[src/rtl/mips_trace_capture.sv]
// mips_trace_capture: on-chip trace recorder for the single-cycle MIPS core.
// Arms on request, waits for PCout == trig_pc, records one entry per clock
// into a DEPTH-entry buffer, then drains it oldest-first over a word stream.
//
// Optional feature macro: TRACE_ALU_EN
//   defined   -> each entry also stores ALUOut; 3 words per entry (PC, inst, ALU)
//   undefined -> no ALU storage; 2 words per entry (PC, inst)
//
// Stream handshake: out_valid is high only in DRAIN; a word moves on a rising
// edge where out_valid and out_ready are both 1; while out_valid=1 and
// out_ready=0, out_data and out_last hold stable; out_last marks the final
// word of the final entry.
module mips_trace_capture #(
  parameter int DEPTH = 16,
  parameter int PTR_W = 4
) (
  input  logic             clock,
  input  logic             reset,
  input  logic             arm,
  input  logic             stop,
  input  logic [31:0]      trig_pc,
  input  logic [31:0]      PCout,
  input  logic [31:0]      inst,
  input  logic [31:0]      ALUOut,
  output logic             out_valid,
  input  logic             out_ready,
  output logic [31:0]      out_data,
  output logic             out_last,
  output logic [1:0]       state,
  output logic [PTR_W:0]   count
);

  typedef enum logic [1:0] {
    IDLE    = 2'd0,
    ARMED   = 2'd1,
    CAPTURE = 2'd2,
    DRAIN   = 2'd3
  } state_t;

`ifdef TRACE_ALU_EN
  localparam int WPE = 3;
`else
  localparam int WPE = 2;
`endif
  localparam logic [1:0]     LAST_WORD = 2'(WPE - 1);
  localparam logic [PTR_W:0] FULL_M1   = (PTR_W+1)'(DEPTH - 1);
  localparam logic [PTR_W:0] ONE       = (PTR_W+1)'(1);

  state_t           state_q, state_d;
  logic [PTR_W:0]   count_q;
  logic [PTR_W-1:0] wr_ptr;
  logic [PTR_W-1:0] rd_ptr;
  logic [1:0]       word_idx;

  logic [31:0] pc_mem   [DEPTH];
  logic [31:0] inst_mem [DEPTH];
`ifdef TRACE_ALU_EN
  logic [31:0] alu_mem  [DEPTH];
`else
  logic unused_alu;
  assign unused_alu = ^ALUOut;
`endif

  logic trig_hit;
  logic wr_en;
  logic cap_full;
  logic xfer;
  logic last_word;

  // Stop beats a trigger match in ARMED; matches are only looked for in ARMED.
  assign trig_hit  = (state_q == ARMED) && !stop && (PCout == trig_pc);
  assign wr_en     = trig_hit || (state_q == CAPTURE);
  // The write happening this cycle fills the last free slot.
  assign cap_full  = (count_q == FULL_M1);
  assign xfer      = out_valid && out_ready;
  assign last_word = (word_idx == LAST_WORD) && ({1'b0, rd_ptr} == (count_q - ONE));

  // State register.
  always_ff @(posedge clock or negedge reset) begin
    if (!reset) state_q <= IDLE;
    else        state_q <= state_d;
  end

  // Next-state logic.
  always_comb begin
    state_d = state_q;
    case (state_q)
      IDLE:    if (arm) state_d = ARMED;
      ARMED: begin
        if (stop)          state_d = IDLE;
        else if (trig_hit) state_d = CAPTURE;
      end
      CAPTURE: if (stop || cap_full) state_d = DRAIN;
      DRAIN:   if (xfer && last_word) state_d = IDLE;
      default: state_d = IDLE;
    endcase
  end

  // Entry count and write pointer; both restart from zero for each capture.
  always_ff @(posedge clock or negedge reset) begin
    if (!reset) begin
      count_q <= '0;
      wr_ptr  <= '0;
    end else begin
      if (state_q == IDLE) begin
        count_q <= '0;
        wr_ptr  <= '0;
      end else if (wr_en) begin
        count_q <= count_q + ONE;
        // Hold the pointer on the final write rather than wrapping it.
        if (!((state_q == CAPTURE) && cap_full)) wr_ptr <= wr_ptr + 1'b1;
      end else if ((state_q == DRAIN) && xfer && last_word) begin
        count_q <= '0;
      end
    end
  end

  // Read pointer and word index; held at zero outside DRAIN so each drain starts at entry 0.
  always_ff @(posedge clock or negedge reset) begin
    if (!reset) begin
      rd_ptr   <= '0;
      word_idx <= '0;
    end else if (state_q != DRAIN) begin
      rd_ptr   <= '0;
      word_idx <= '0;
    end else if (xfer) begin
      if (word_idx == LAST_WORD) begin
        word_idx <= '0;
        rd_ptr   <= rd_ptr + 1'b1;
      end else begin
        word_idx <= word_idx + 2'd1;
      end
    end
  end

  // Trace buffer; contents need no reset.
  always_ff @(posedge clock) begin
    if (wr_en) begin
      pc_mem[wr_ptr]   <= PCout;
      inst_mem[wr_ptr] <= inst;
`ifdef TRACE_ALU_EN
      alu_mem[wr_ptr]  <= ALUOut;
`endif
    end
  end

  // Output word selection from the registered read pointer; zero when not draining.
  always_comb begin
    out_valid = (state_q == DRAIN);
    out_data  = '0;
    out_last  = 1'b0;
    if (out_valid) begin
      out_last = last_word;
      case (word_idx)
        2'd0:    out_data = pc_mem[rd_ptr];
        2'd1:    out_data = inst_mem[rd_ptr];
`ifdef TRACE_ALU_EN
        2'd2:    out_data = alu_mem[rd_ptr];
`endif
        default: out_data = '0;
      endcase
    end
  end

  assign state = state_q;
  assign count = count_q;

endmodule
[config.mk]
export PLATFORM = sky130hd
export DESIGN_NAME = mips_trace_capture
export DESIGN_NICKNAME = d
export VERILOG_FILES = /design/src/rtl/mips_trace_capture.sv
export SDC_FILE = /design/constraint.sdc
export NUM_CORES = 1
export LEC_CHECK = 0
export ABC_AREA = 1
export BUFFER_PORTS_ARGS = -buffer_cell sky130_fd_sc_hd__buf_2
export CORE_MARGIN = 8
export CORE_UTILIZATION = 41
export DETAILED_ROUTE_END_ITERATION = 6
export SLEW_MARGIN = 5
export SYNTH_ARGS = -nofsm -noshare
export SYNTH_HDL_FRONTEND = slang
export SYNTH_SLANG_ARGS = --single-unit
export TNS_END_PERCENT = 5
[constraint.sdc]
create_clock -name clock -period 4.8 [get_ports clock]
set_input_delay 0.72 -clock clock [delete_from_list [all_inputs] [get_ports clock]]
set_output_delay 0.72 -clock clock [all_outputs]
set_load 0.02 [all_outputs]
==> flow_metrics.tcl <==
set metrics [dict create \
    rows 116 \
    io_pins 174 \
    crit_required_ns 4.08 \
    synth_fp_nets 3225 \
    gp_congestion 0.791 \
    grt_pass1_vias 25000 \
    relSlewSlack_pct 31.5 \
    p_leak_nw 15.5 \
    yosysTopAreaCell "edfxtp_1" \
    grt_pass1_wl_mm 163 \
    avgViaCountPerCell 5.69 \
    overflow 0 \
    grt_max_degree 193 \
    vias 26100 \
    seqCellArea_sq_um 31200 \
    drc 0 \
    r2r-start "state[0]" \
    clockRootBuffer "clkbuf_16" \
    crit_type "flop to output port" \
    synth.area.top_cells "edfxtp_1 74%, o21ai_0 6.0%, nor2_1 4.8%" \
    outcome "finished clean" \
    power_mw 18.1 \
    placed_area_sq_um 43900 \
    syn_to_final_growth_pct 13.9 \
    skew_ns 0.0146 \
    ys_seq_area_share_pct 75.2 \
    drt-initial-drc-count 3001 \
    r2r_slack_ns 1.92 \
    period_needed_ns 4.46 \
    netlist_area_sq_um 41400 \
    synth_top_area_share_pct 74.2 \
    ctsResizeCount 0 \
    syn_area_per_cell_sq_um 13.4 \
    finalSetupViolations 0 \
    clk_latency_ns 0.66 \
    worst_ep_arrival_time_ns 3.74 \
    powerDensity_nw_per_um2 384 \
    cts_buffer_depth 3 \
    synth_edf_count 1024 \
    holdWs_ns 0.385 \
    multi_input_area_sq_um 9250 \
    cp-endpoint "out_data[3]" \
    syn_inst 3084 \
    wirelength_mm 111 \
    fp.dieH_um 334 \
    path_clk_slew_ns 0.06 \
    fp.dieW_um 334 \
    dieArea_sq_um 112000 \
    cp-start-kind "flop" \
    ys_warn_count 0 \
    synthFlopType "edfxtp_1" \
    postRouteAntennaNets 0 \
    tns_ns 0 \
    synth.distinct_cells 31 \
    cts_tree "done" \
    synthTopCellsByCount "1,024 x edfxtp_1, 528 x nor2_1, 495 x o21ai_0" \
    cts.sinks 1041 \
    dp.cells 4381 \
    fin_cells 4583 \
    coreArea_sq_um 100000 \
    slew_viol_final 0 \
    rsz0062_at_grt "false" \
    drive_above_1_share_pct 11.8 \
    r2r.worst_path.cells 7 \
    min-delay-path-class "input pin to flop" \
    nNetsFinal 3333 \
    drt_pass1_iterations 5 \
    nFillCells 8753 \
    max_cap_viol_count 0 \
    antenna_found_initial 15 \
    dp_hpwl_mm 58.1 \
    grt_use_total_pct 19.3 \
    ir_drop_v 0.000278 \
    ys_ff_latch 1041 \
    async_reset_ff_share_pct 1.63 \
    htreeDepth 3 \
    final_design_area_no_fill_sq_um 47200 \
    hold_viol_final 0 \
    clock.fmax_ghz 0.224 \
    synth.most_common_cell "edfxtp_1" \
    period_share_pct 93.0 \
    tightest_slew_ns 1.03 \
    cts_buffers 106 \
    wl_per_cell_um 24.2 \
    cp_max_fo 62 \
    cp-startpoint "rd_ptr[0]" \
    cp-end-kind "output port" \
    start_util_pct 41.4 \
    port_buffers 141 \
    timing.rr.end "pc_mem[10][30]" \
]
[logic make-up (layout without fill, tap and decap cells)]
logic type                 after synthesis  count (layout)  synth area share, %
DFF                                   1041            1041                 75.2
and+or+nand+nor                        883             883                 8.38
AOI/OAI and AO/OA                      869             869                 12.7
buffers and inverters                  253             447                 2.78
xor gates and xnor gates                30              30                0.652
adders and majority gates                8               8                0.242
other                                    0               7                    0
[worst max-delay path: stages, from the launching register on]
cell and delay [ns]:
dfrtp_4 0.93, buf_4 0.44, buf_4 0.52, o21ai_0 0.20, o221ai_1 0.24, nand3_1 0.11, nand2_1 0.08, nand2_1 0.06
nand2_1 0.23, buf_2 0.23
[metrics by stage]
step / worst slack (ns) / utilization (%)
after floorplan: -0.0394 / -
after global placement: 0.536 / 43.8
after detailed placement: 0.527 / 43.8
after CTS: 0.304 / 47.1
after global routing: 0.130 / 47.1
final: 0.338 / 47.1
[cell type report]
type	count	share of cell area [%]
Inverter	34	0.313
Antenna cell	7	0.0371
Timing Repair Buffer	219	3.56
Tap cell	1298	3.44
Multi-Input combinational cell	1790	19.6
Clock buffer	137	5.91
Clock inverter	57	1.07
Sequential cell	1041	66.1
[power by group]
| part | internal, mW | switching, mW | leakage [nW] |
|---|---|---|---|
| registers | 9.98 | 0.00837 | 9.43 |
| logic | 0.0676 | 0.210 | 4.51 |
| clock network | 4.52 | 3.36 | 1.60 |
| total | 14.6 | 3.58 | 15.5 |
[sequential cells by signal, summed over array words and instances, names as in the netlist, named ones only]
name and count:
count 5, wr_ptr 4, pc_mem 512, word_idx 2, state 1, inst_mem 512
rd_ptr 4
[how the worst min path moves through the flow]
stage	start	end	cells past startpoint
2_1_floorplan	reset	asynchronous set/reset pin	0
3_3_place_gp	wr_ptr[1]	wr_ptr[1]	2
4_1_cts	out_ready	word_idx[0]	3
3_5_place_dp	wr_ptr[1]	wr_ptr[1]	2
5_1_grt	out_ready	word_idx[0]	3
6_report	out_ready	word_idx[0]	3
[layout by cell type, fill, tap and decap left out, drive strengths merged, types with 7 or more instances in the layout]
cell    count
xnor2      26
buf       218
diode       7
nand3      69
o22ai      66
edfxtp   1024
dfrtp      17
nand2     258
o21ai     518
bufinv      8
ha          8
clkbuf    137
inv        37
clkinv     45
and3       12
nor2      528
a32o       15
o211ai     61
a21oi      44
o221ai    165
nor3        8
[layer usage]
layer / vias to the layer above / global-route usage, % / wire, um
met3: 181 / 2.82 / 7400
met4: 6 / 7.01 / 3400
met2: 950 / 30.7 / 51500
met5: - / 0 / 28
met1: 13100 / 27.0 / 48700
li1: 11900 / - / -
[repair_timing]
action                     4_1_cts  5_1_grt
hold buffers                     1        0
hold endpoints to repair        17        0
setup endpoints to repair        0        0
buffers inserted                 0        0
No activity file was read; power rests on OpenSTA's default activity.
